<file path="src/rtl/lcd_bus_pkg.sv">
// rtl/lcd_bus_pkg.sv - shared LCD bus state encoding, timing defaults and RS codes
package lcd_bus_pkg;

    typedef enum logic [2:0] {
        ST_IDLE  = 3'd0,
        ST_SETUP = 3'd1,
        ST_E_HI  = 3'd2,
        ST_E_LO  = 3'd3,
        ST_DONE  = 3'd4
    } lcd_state_e;

    // Defaults for a 50 MHz clock
    localparam int DEF_SETUP_CYC  = 3;
    localparam int DEF_E_HIGH_CYC = 13;
    localparam int DEF_E_LOW_CYC  = 13;
    localparam int DEF_POLL_MAX   = 4096;

    localparam logic RS_INSTR = 1'b0;
    localparam logic RS_DATA  = 1'b1;

    function automatic int max3(input int a, input int b, input int c);
        int m;
        m = a;
        if (b > m) m = b;
        if (c > m) m = c;
        return m;
    endfunction

    // Counter width that can hold n-1, never narrower than one bit
    function automatic int cnt_w(input int n);
        return (n > 1) ? $clog2(n) : 1;
    endfunction

endpackage

</file>
<file path="src/rtl/lcd_status_reader.sv">
// rtl/lcd_status_reader.sv - HD44780 read-cycle engine (busy flag/address or RAM byte)
//
// Ports:
//   clock_i      system clock (50 MHz)
//   reset_i      synchronous active-low reset
//   start_i      read request, accepted only in IDLE
//   rs_sel_i     0 = busy-flag/address read, 1 = data RAM read (latched)
//   poll_i       repeat status reads until BF=0 (latched, ignored for data reads)
//   db_in_i      LCD data bus input
//   lcd_rs_o     RS during owned cycles
//   lcd_rw_o     RW, 1 throughout owned cycles
//   lcd_e_o      enable strobe
//   bus_grant_o  bus ownership, first SETUP cycle through last E_LO cycle
//   busy_o       any state except IDLE
//   done_o       one-cycle result-valid pulse
//   rd_data_o    last sampled byte
//   bf_o         busy flag of last status read (0 after data reads)
//   addr_o       address counter of last status read
//   timeout_o    poll exhausted POLL_MAX reads with BF=1
module lcd_status_reader
    import lcd_bus_pkg::*;
#(
    parameter int SETUP_CYC  = DEF_SETUP_CYC,
    parameter int E_HIGH_CYC = DEF_E_HIGH_CYC,
    parameter int E_LOW_CYC  = DEF_E_LOW_CYC,
    parameter int POLL_MAX   = DEF_POLL_MAX
) (
    input  logic       clock_i,
    input  logic       reset_i,
    input  logic       start_i,
    input  logic       rs_sel_i,
    input  logic       poll_i,
    input  logic [7:0] db_in_i,
    output logic       lcd_rs_o,
    output logic       lcd_rw_o,
    output logic       lcd_e_o,
    output logic       bus_grant_o,
    output logic       busy_o,
    output logic       done_o,
    output logic [7:0] rd_data_o,
    output logic       bf_o,
    output logic [6:0] addr_o,
    output logic       timeout_o
);

    localparam int PH_W = cnt_w(max3(SETUP_CYC, E_HIGH_CYC, E_LOW_CYC));
    localparam int PC_W = cnt_w(POLL_MAX);

    localparam logic [PH_W-1:0] PH_SETUP = PH_W'(SETUP_CYC - 1);
    localparam logic [PH_W-1:0] PH_E_HI  = PH_W'(E_HIGH_CYC - 1);
    localparam logic [PH_W-1:0] PH_E_LO  = PH_W'(E_LOW_CYC - 1);
    localparam logic [PC_W-1:0] PC_LAST  = PC_W'(POLL_MAX - 1);

    lcd_state_e      state_q;
    logic [PH_W-1:0] ph_q;
    logic [PC_W-1:0] pc_q;
    logic            rs_l_q;
    logic            poll_l_q;
    logic [7:0]      sample_q;
    logic            lcd_rs_q, lcd_rw_q, lcd_e_q, grant_q, busy_q, done_q;
    logic [7:0]      rd_data_q;
    logic            bf_q;
    logic [6:0]      addr_q;
    logic            timeout_q;

    // Polling continues only for status reads that still report BF=1
    logic poll_more;
    assign poll_more = poll_l_q && (rs_l_q == RS_INSTR) && sample_q[7];

    always_ff @(posedge clock_i) begin
        if (!reset_i) begin
            state_q   <= ST_IDLE;
            ph_q      <= '0;
            pc_q      <= '0;
            rs_l_q    <= 1'b0;
            poll_l_q  <= 1'b0;
            sample_q  <= '0;
            lcd_rs_q  <= 1'b0;
            lcd_rw_q  <= 1'b0;
            lcd_e_q   <= 1'b0;
            grant_q   <= 1'b0;
            busy_q    <= 1'b0;
            done_q    <= 1'b0;
            rd_data_q <= '0;
            bf_q      <= 1'b0;
            addr_q    <= '0;
            timeout_q <= 1'b0;
        end else begin
            case (state_q)
                ST_IDLE: begin
                    if (start_i) begin
                        rs_l_q   <= rs_sel_i;
                        poll_l_q <= poll_i;
                        pc_q     <= '0;
                        ph_q     <= PH_SETUP;
                        lcd_rs_q <= rs_sel_i;
                        lcd_rw_q <= 1'b1;
                        grant_q  <= 1'b1;
                        busy_q   <= 1'b1;
                        state_q  <= ST_SETUP;
                    end
                end
                ST_SETUP: begin
                    if (ph_q == '0) begin
                        ph_q    <= PH_E_HI;
                        lcd_e_q <= 1'b1;
                        state_q <= ST_E_HI;
                    end else begin
                        ph_q <= ph_q - 1'b1;
                    end
                end
                ST_E_HI: begin
                    if (ph_q == '0) begin
                        // DB is valid late in the E pulse; capture on the falling edge
                        sample_q <= db_in_i;
                        ph_q     <= PH_E_LO;
                        lcd_e_q  <= 1'b0;
                        state_q  <= ST_E_LO;
                    end else begin
                        ph_q <= ph_q - 1'b1;
                    end
                end
                ST_E_LO: begin
                    if (ph_q != '0) begin
                        ph_q <= ph_q - 1'b1;
                    end else if (poll_more && (pc_q != PC_LAST)) begin
                        pc_q    <= pc_q + 1'b1;
                        ph_q    <= PH_SETUP;
                        state_q <= ST_SETUP;
                    end else begin
                        lcd_rs_q  <= 1'b0;
                        lcd_rw_q  <= 1'b0;
                        grant_q   <= 1'b0;
                        done_q    <= 1'b1;
                        rd_data_q <= sample_q;
                        timeout_q <= poll_more;
                        if (rs_l_q == RS_INSTR) begin
                            bf_q   <= sample_q[7];
                            addr_q <= sample_q[6:0];
                        end else begin
                            bf_q <= 1'b0;
                        end
                        state_q <= ST_DONE;
                    end
                end
                ST_DONE: begin
                    done_q  <= 1'b0;
                    busy_q  <= 1'b0;
                    state_q <= ST_IDLE;
                end
                default: begin
                    state_q <= ST_IDLE;
                end
            endcase
        end
    end

    assign lcd_rs_o    = lcd_rs_q;
    assign lcd_rw_o    = lcd_rw_q;
    assign lcd_e_o     = lcd_e_q;
    assign bus_grant_o = grant_q;
    assign busy_o      = busy_q;
    assign done_o      = done_q;
    assign rd_data_o   = rd_data_q;
    assign bf_o        = bf_q;
    assign addr_o      = addr_q;
    assign timeout_o   = timeout_q;

endmodule

</file>
<file path="config.mk">
export PLATFORM = sky130hd
export DESIGN_NAME = lcd_status_reader
export DESIGN_NICKNAME = d
export VERILOG_FILES = /design/src/rtl/lcd_bus_pkg.sv /design/src/rtl/lcd_status_reader.sv
export SDC_FILE = /design/constraint.sdc
export NUM_CORES = 1
export LEC_CHECK = 0
export CAP_MARGIN = 40
export CORE_UTILIZATION = 45
export DETAILED_ROUTE_END_ITERATION = 16
export PLACE_DENSITY = 0.68
export REMOVE_ABC_BUFFERS = 1
export SETUP_SLACK_MARGIN = 0.4
export SKIP_CTS_REPAIR_TIMING = 1
export SLEW_MARGIN = 20
export SYNTH_ARGS = -nofsm -noshare
export SYNTH_HDL_FRONTEND = slang
export SYNTH_SLANG_ARGS = --single-unit
export TNS_END_PERCENT = 5
</file>
<file path="constraint.sdc">
create_clock -name clock_i -period 2.4 [get_ports clock_i]
set_input_delay 0.36 -clock clock_i [delete_from_list [all_inputs] [get_ports clock_i]]
set_output_delay 0.36 -clock clock_i [all_outputs]
set_load 0.02 [all_outputs]
</file>
==> results.py, run 1 <==
metrics = {
    "status": {
        "status": "completed",
    },
    "sta": {
        "fin_worst_skew_ns": 0.00286,
        "worst_pin_slew_ns": 0.602,
        "setup_violations": 0,
        "slew_violations": 0,
        "hold_violations": 0,
        "period_needed_ns": 1.95,
        "slew_headroom": 0.598,
        "tns_ns": 0,
        "fmax_ghz": 0.512,
        "grt_setup_unrepaired": "yes",
        "hold_ws_ns": 0.455,
        "finalCritPeriodShare": 0.813,
    },
    "cts": {
        "tritoncts": "done",
        "clk_latency_ns": 0.30,
        "htree_levels": 2,
        "cts-root-buf": "clkbuf_8",
        "cts_inserted_buffers": 5,
        "clockBufferDepth": 2,
        "cts.clk_slew.worst_paths_ns": 0.09,
        "cts_sinks": 51,
    },
    "cells_and_area": {
        "antennaDiodeCount": 0,
        "fin_nets": 321,
        "nFillCells": 495,
        "drive_gt1_frac": 0.0779,
        "area_growth_pct": 23.6,
        "final_area_sq_mm": 0.00293,
    },
    "power_and_ir_drop": {
        "power_density_mw_per_mm2": 848,
        "leakagePower_nw": 1.07,
        "total_power_mw": 2.49,
        "switching_power_mw": 0.811,
        "netSwitchingFraction": 0.326,
        "power.share.combinational": 0.308,
        "clock_power_share": 0.279,
        "power_frac_seq": 0.413,
        "peakVddDrop_mv": 0.569,
        "p_int_mw": 1.68,
    },
    "worst_setup_path": {
        "path_delay_family": "simple AND/OR/NAND/NOR gates",
        "crit_path_max_fanout": 11,
        "path_buf_inv": 1,
        "crit_type": "reg2reg",
        "arrival_ns": 2.15,
        "critPathCaptureType": "flop",
        "cp_cell_sequence": "nor4_1, buf_4, and4_1, mux2i_1, nor2_1",
        "ff2ff_setup_slack_ns": 0.45,
        "startpoint_type": "flop",
        "cp.required_ns": 2.59,
        "slowest_delay_ns": 0.60,
        "slowest_stage": "and4_1",
    },
    "floorplan": {
        "initial_utilization": 0.465,
        "design.core.area_sq_mm": 0.00511,
        "die_h_microns": 74.6,
        "num_rows": 26,
        "die_x_microns": 74.6,
        "ios": 36,
        "die_area_sq_mm": 0.00557,
    },
    "yosys": {
        "synth_area_leaders": "dfxtp_1 43%, mux2i_1 11%, nand2_1 7.3%, nor2_1 3.0%, a31oi_1 2.9%",
        "ys_seq_area_frac": 0.430,
        "synth_area_leader_cell": "dfxtp_1",
        "async_flop_share": 0,
        "synth_warnings": 0,
        "yosys.cell_types.count": 45,
        "ys.flop_type": "dfxtp_1",
        "synth_enable_flop_cells": 0,
        "synth_top_area_frac": 0.430,
        "synth_common_cells": "51 x dfxtp_1, 46 x nand2_1, 25 x mux2i_1",
        "synth_area_sq_mm": 0.00237,
        "synth.avg_cell_area_sq_um": 8.63,
        "synth-seq-cells": 51,
        "synth.most_common_cell": "dfxtp_1",
        "synthCells": 275,
    },
    "global_routing": {
        "antenna_found_initial": 0,
        "grt_overflow": 0,
        "grt_max_degree": 26,
        "grt_use_total": 0.206,
        "grt_pass1_wl_mm": 8.66,
        "first_global_vias": 1845,
    },
    "route": {
        "viasPerCell": 5.35,
        "routed_wl_mm": 5.25,
        "wl_per_cell_microns": 13.9,
        "drc_errors": 0,
        "first_iter_violations": 89,
        "drtPass1Iterations": 4,
        "vias": 2021,
        "antenna_left": 0,
    },
    "flow_run": {
        "maxCapViolCount": 0,
    },
    "placed_design": {
        "gp_congestion": 0.830,
        "dp_hpwl_mm": 3.62,
        "io_buffers": 35,
        "placed_area_sq_mm": 0.00279,
    },
    "worst_hold_path": {
        "min_path_type": "reg2reg",
    },
}
==> state kept, by name, indices dropped and copies added, names as in the netlist, 3 cells and up <==
| register | flops |
|---|---|
| pc_q | 12 |
| rd_data_o | 8 |
| sample_q | 8 |
| addr_o | 7 |
| ph_q | 4 |
| state_q | 3 |
==> placed cells by master, fill, tap and decap left out, drive strengths merged, types with 2 or more instances in the layout <==
master / count
o311ai: 2
and4: 3
a41oi: 2
clkbuf: 6
nand2b: 3
nor2: 20
mux2i: 25
buf: 10
clkdlybuf4s50: 35
o21ai: 12
o2bb2ai: 2
dfxtp: 51
bufinv: 2
a211oi: 3
nand2: 46
nor4: 5
nand4: 4
nand3b: 2
nor3: 3
o211ai: 3
or3: 3
o31ai: 2
and3b: 3
nor4b: 2
inv: 10
or4: 4
and3: 2
a21oi: 13
nand3: 4
a31oi: 11
and2: 4
==> area by class of cell <==
class / count / area [sq um] / area share
clock inverters: 2 / 60.1 / 0.0205
multi-input cells: 194 / 1230 / 0.419
flip-flops and latches: 51 / 1020 / 0.348
clock buffers: 6 / 72.6 / 0.0247
well taps: 70 / 87.6 / 0.0299
inverters: 10 / 37.5 / 0.0128
repair buffers: 45 / 425 / 0.145
==> tightest hold or removal path: stages, from the launching register on <==
cell and delay (ns):
dfxtp_1 0.32, inv_1 0.05, a21oi_1 0.05
==> final timing paths <==
path,startpoint,end,cells past startpoint
setup reg to reg,ph_q[0]$_SDFFE_PN0P_,sample_q[4]$_SDFFE_PN0P_,5
setup / recovery,ph_q[0]$_SDFFE_PN0P_,sample_q[4]$_SDFFE_PN0P_,5
hold reg to reg,done_o$_SDFFE_PN0P_,done_o$_SDFFE_PN0P_,2
hold / removal,done_o$_SDFFE_PN0P_,done_o$_SDFFE_PN0P_,2
==> cells by family (layout without fill, tap and decap cells) <==
family,after synthesis,after routing,share of synthesized area
fa+ha+maj,1,1,0.00527
simple gates,110,110,0.245
compound gates,57,57,0.156
xor+xnor,1,1,0.00369
mux,25,25,0.105
buf+inv,30,63,0.0554
flops,51,51,0.430
==> metrics by stage <==
stage	setup slack, ns	util	cells
finish	0.448	0.574	378
global route	0.340	0.574	378
CTS	0.317	0.571	377
detailed placement	0.321	0.545	369
global placement	0.357	0.545	369
floorplan	0.141	-	255
==> metal layers <==
layer  routed length [microns]  track usage  share of wire
met1                      2600        0.272           0.50
met3                       234       0.0522          0.045
met4                        63       0.0755          0.012
met5                         0            0              0
met2                      2350        0.326           0.45
==> power groups by stage <==
stage	sequential, mW	clock [mW]	combinational (mW)
floorplan	1.07	0	0.434
global placement	1.04	0	0.739
detailed placement	1.04	0	0.740
CTS	1.02	0.715	0.744
global route	1.04	0.740	0.850
finish	1.03	0.694	0.767
(Power assumes the default switching activity.)
==> run 2, diff against run 1 <==
==> constraint.sdc (replaced) <==
create_clock -name clock_i -period 1.8 [get_ports clock_i]
set_input_delay 0.27 -clock clock_i [delete_from_list [all_inputs] [get_ports clock_i]]
set_output_delay 0.27 -clock clock_i [all_outputs]
set_load 0.02 [all_outputs]
==> results.py, run 2 (synthesis gave the netlist of run 1 again) <==
metrics = {
    "sta": {
        "finalCritPeriodShare": 1.00,
        "grt_setup_unrepaired": "yes",
        "period_needed_ns": 1.80,
        "slew_violations": 0,
        "setup_violations": 0,
        "fin_worst_skew_ns": 0.00657,
        "worst_pin_slew_ns": 0.355,
        "slew_headroom": 0.761,
        "hold_violations": 0,
        "tns_ns": 0,
        "setup_ws_ns": 0.000839,
        "hold_ws_ns": 0.457,
        "fmax_ghz": 0.556,
    },
    "floorplan": {
        "ios": 36,
        "design.core.area_sq_mm": 0.00511,
        "die_x_microns": 74.6,
        "die_h_microns": 74.6,
        "num_rows": 26,
        "initial_utilization": 0.465,
        "die_area_sq_mm": 0.00557,
    },
    "global_routing": {
        "grt_use_total": 0.220,
        "first_global_vias": 2001,
        "grt_max_degree": 37,
        "grt_overflow": 0,
        "grt_pass1_wl_mm": 9.47,
        "antenna_found_initial": 0,
    },
    "route": {
        "viasPerCell": 5.54,
        "routed_wl_mm": 5.98,
        "vias": 2244,
        "drc_errors": 0,
        "drtPass1Iterations": 4,
        "first_iter_violations": 151,
        "wl_per_cell_microns": 14.8,
        "antenna_left": 0,
    },
    "cts": {
        "clk_latency_ns": 0.31,
        "cts-root-buf": "clkbuf_8",
        "htree_levels": 2,
        "tritoncts": "done",
        "cts.clk_slew.worst_paths_ns": 0.10,
        "cts_sinks": 51,
        "cts_inserted_buffers": 5,
        "clockBufferDepth": 2,
    },
    "power_and_ir_drop": {
        "leakagePower_nw": 1.55,
        "peakVddDrop_mv": 0.540,
        "power_density_mw_per_mm2": 1060,
    },
    "cells_and_area": {
        "nFillCells": 433,
        "layout_common_cells": "45 x dfxtp_1, 44 x nand2_1, 31 x buf_4",
        "drive_gt1_frac": 0.224,
        "area_growth_pct": 39.6,
        "largest_reg_flops": 12,
        "utilization": 0.649,
        "antennaDiodeCount": 0,
        "final_area_sq_mm": 0.00331,
        "register_area_sq_mm": 0.00103,
        "regMostFlops": "pc_q",
        "final_common_cell": "dfxtp_1",
        "multi_input_area_sq_mm": 0.00134,
        "fin_nets": 348,
    },
    "worst_setup_path": {
        "startpoint_type": "flop",
        "slowest_delay_ns": 0.46,
        "rr_worst_depth": 6,
        "path_delay_family": "simple AND/OR/NAND/NOR gates",
        "crit_path_max_fanout": 7,
        "crit_type": "reg2reg",
        "cp.required_ns": 2.01,
        "critPathCaptureType": "flop",
        "path_buf_inv": 1,
        "slowest_stage": "o41a_1",
        "cp.depth": 6,
        "arrival_ns": 2.01,
        "cp_cell_sequence": "ha_4, nand2_2, o41a_1, or3_1, buf_6, mux2i_1",
    },
    "flow_run": {
        "maxCapViolCount": 0,
    },
    "placed_design": {
        "io_buffers": 35,
        "gp_congestion": 0.841,
        "placed_area_sq_mm": 0.00300,
        "dp_hpwl_mm": 4.07,
        "dp_slack_ns": -0.0295,
    },
    "status": {
        "status": "completed",
    },
    "worst_hold_path": {
        "holdPathStages": 2,
        "min_path_type": "reg2reg",
    },
}
[run 2: worst min-delay path, cell delays in order, from the launching register on]
cell and delay, ns:
dfxtp_1 0.32, inv_1 0.04, a21oi_1 0.05
[run 2: power breakdown]
group          switching, mW  total, mW  internal, mW
logic                  0.789       1.44         0.648
clock network          0.405      0.720         0.315
registers             0.0998       1.35          1.25
[run 2: cell type report]
| class | instances | area share |
|---|---|---|
| Timing Repair Buffer | 72 | 0.219 |
| Sequential cell | 51 | 0.310 |
| Clock buffer | 6 | 0.0249 |
| Inverter | 10 | 0.0113 |
| Multi-Input combinational cell | 194 | 0.403 |
| Tap cell | 70 | 0.0264 |
| Clock inverter | 2 | 0.00491 |
[run 2: worst paths after layout]
check / from / end / slack [ns]
hold reg to reg: done_o$_SDFFE_PN0P_ / done_o$_SDFFE_PN0P_ / 0.46
setup / recovery: pc_q[0]$_SDFFE_PN0P_ / addr_o[5]$_SDFFE_PN0P_ / 0.0008
setup reg to reg: pc_q[0]$_SDFFE_PN0P_ / addr_o[5]$_SDFFE_PN0P_ / 0.0008
hold / removal: done_o$_SDFFE_PN0P_ / done_o$_SDFFE_PN0P_ / 0.46
[run 2: per-layer routing]
metal	share of wire	GRT usage	routed length [microns]
met5	0	0	0
met4	0.012	0.0608	69
met3	0.054	0.0495	325
met2	0.48	0.352	2880
met1	0.45	0.301	2700
[run 2: through the flow]
step | total power [mW] | cells
after floorplan | 2.00 | 255
after global placement | 2.51 | 393
after detailed placement | 2.51 | 393
after CTS | 3.22 | 401
after global routing | 3.70 | 405
final | 3.51 | 405
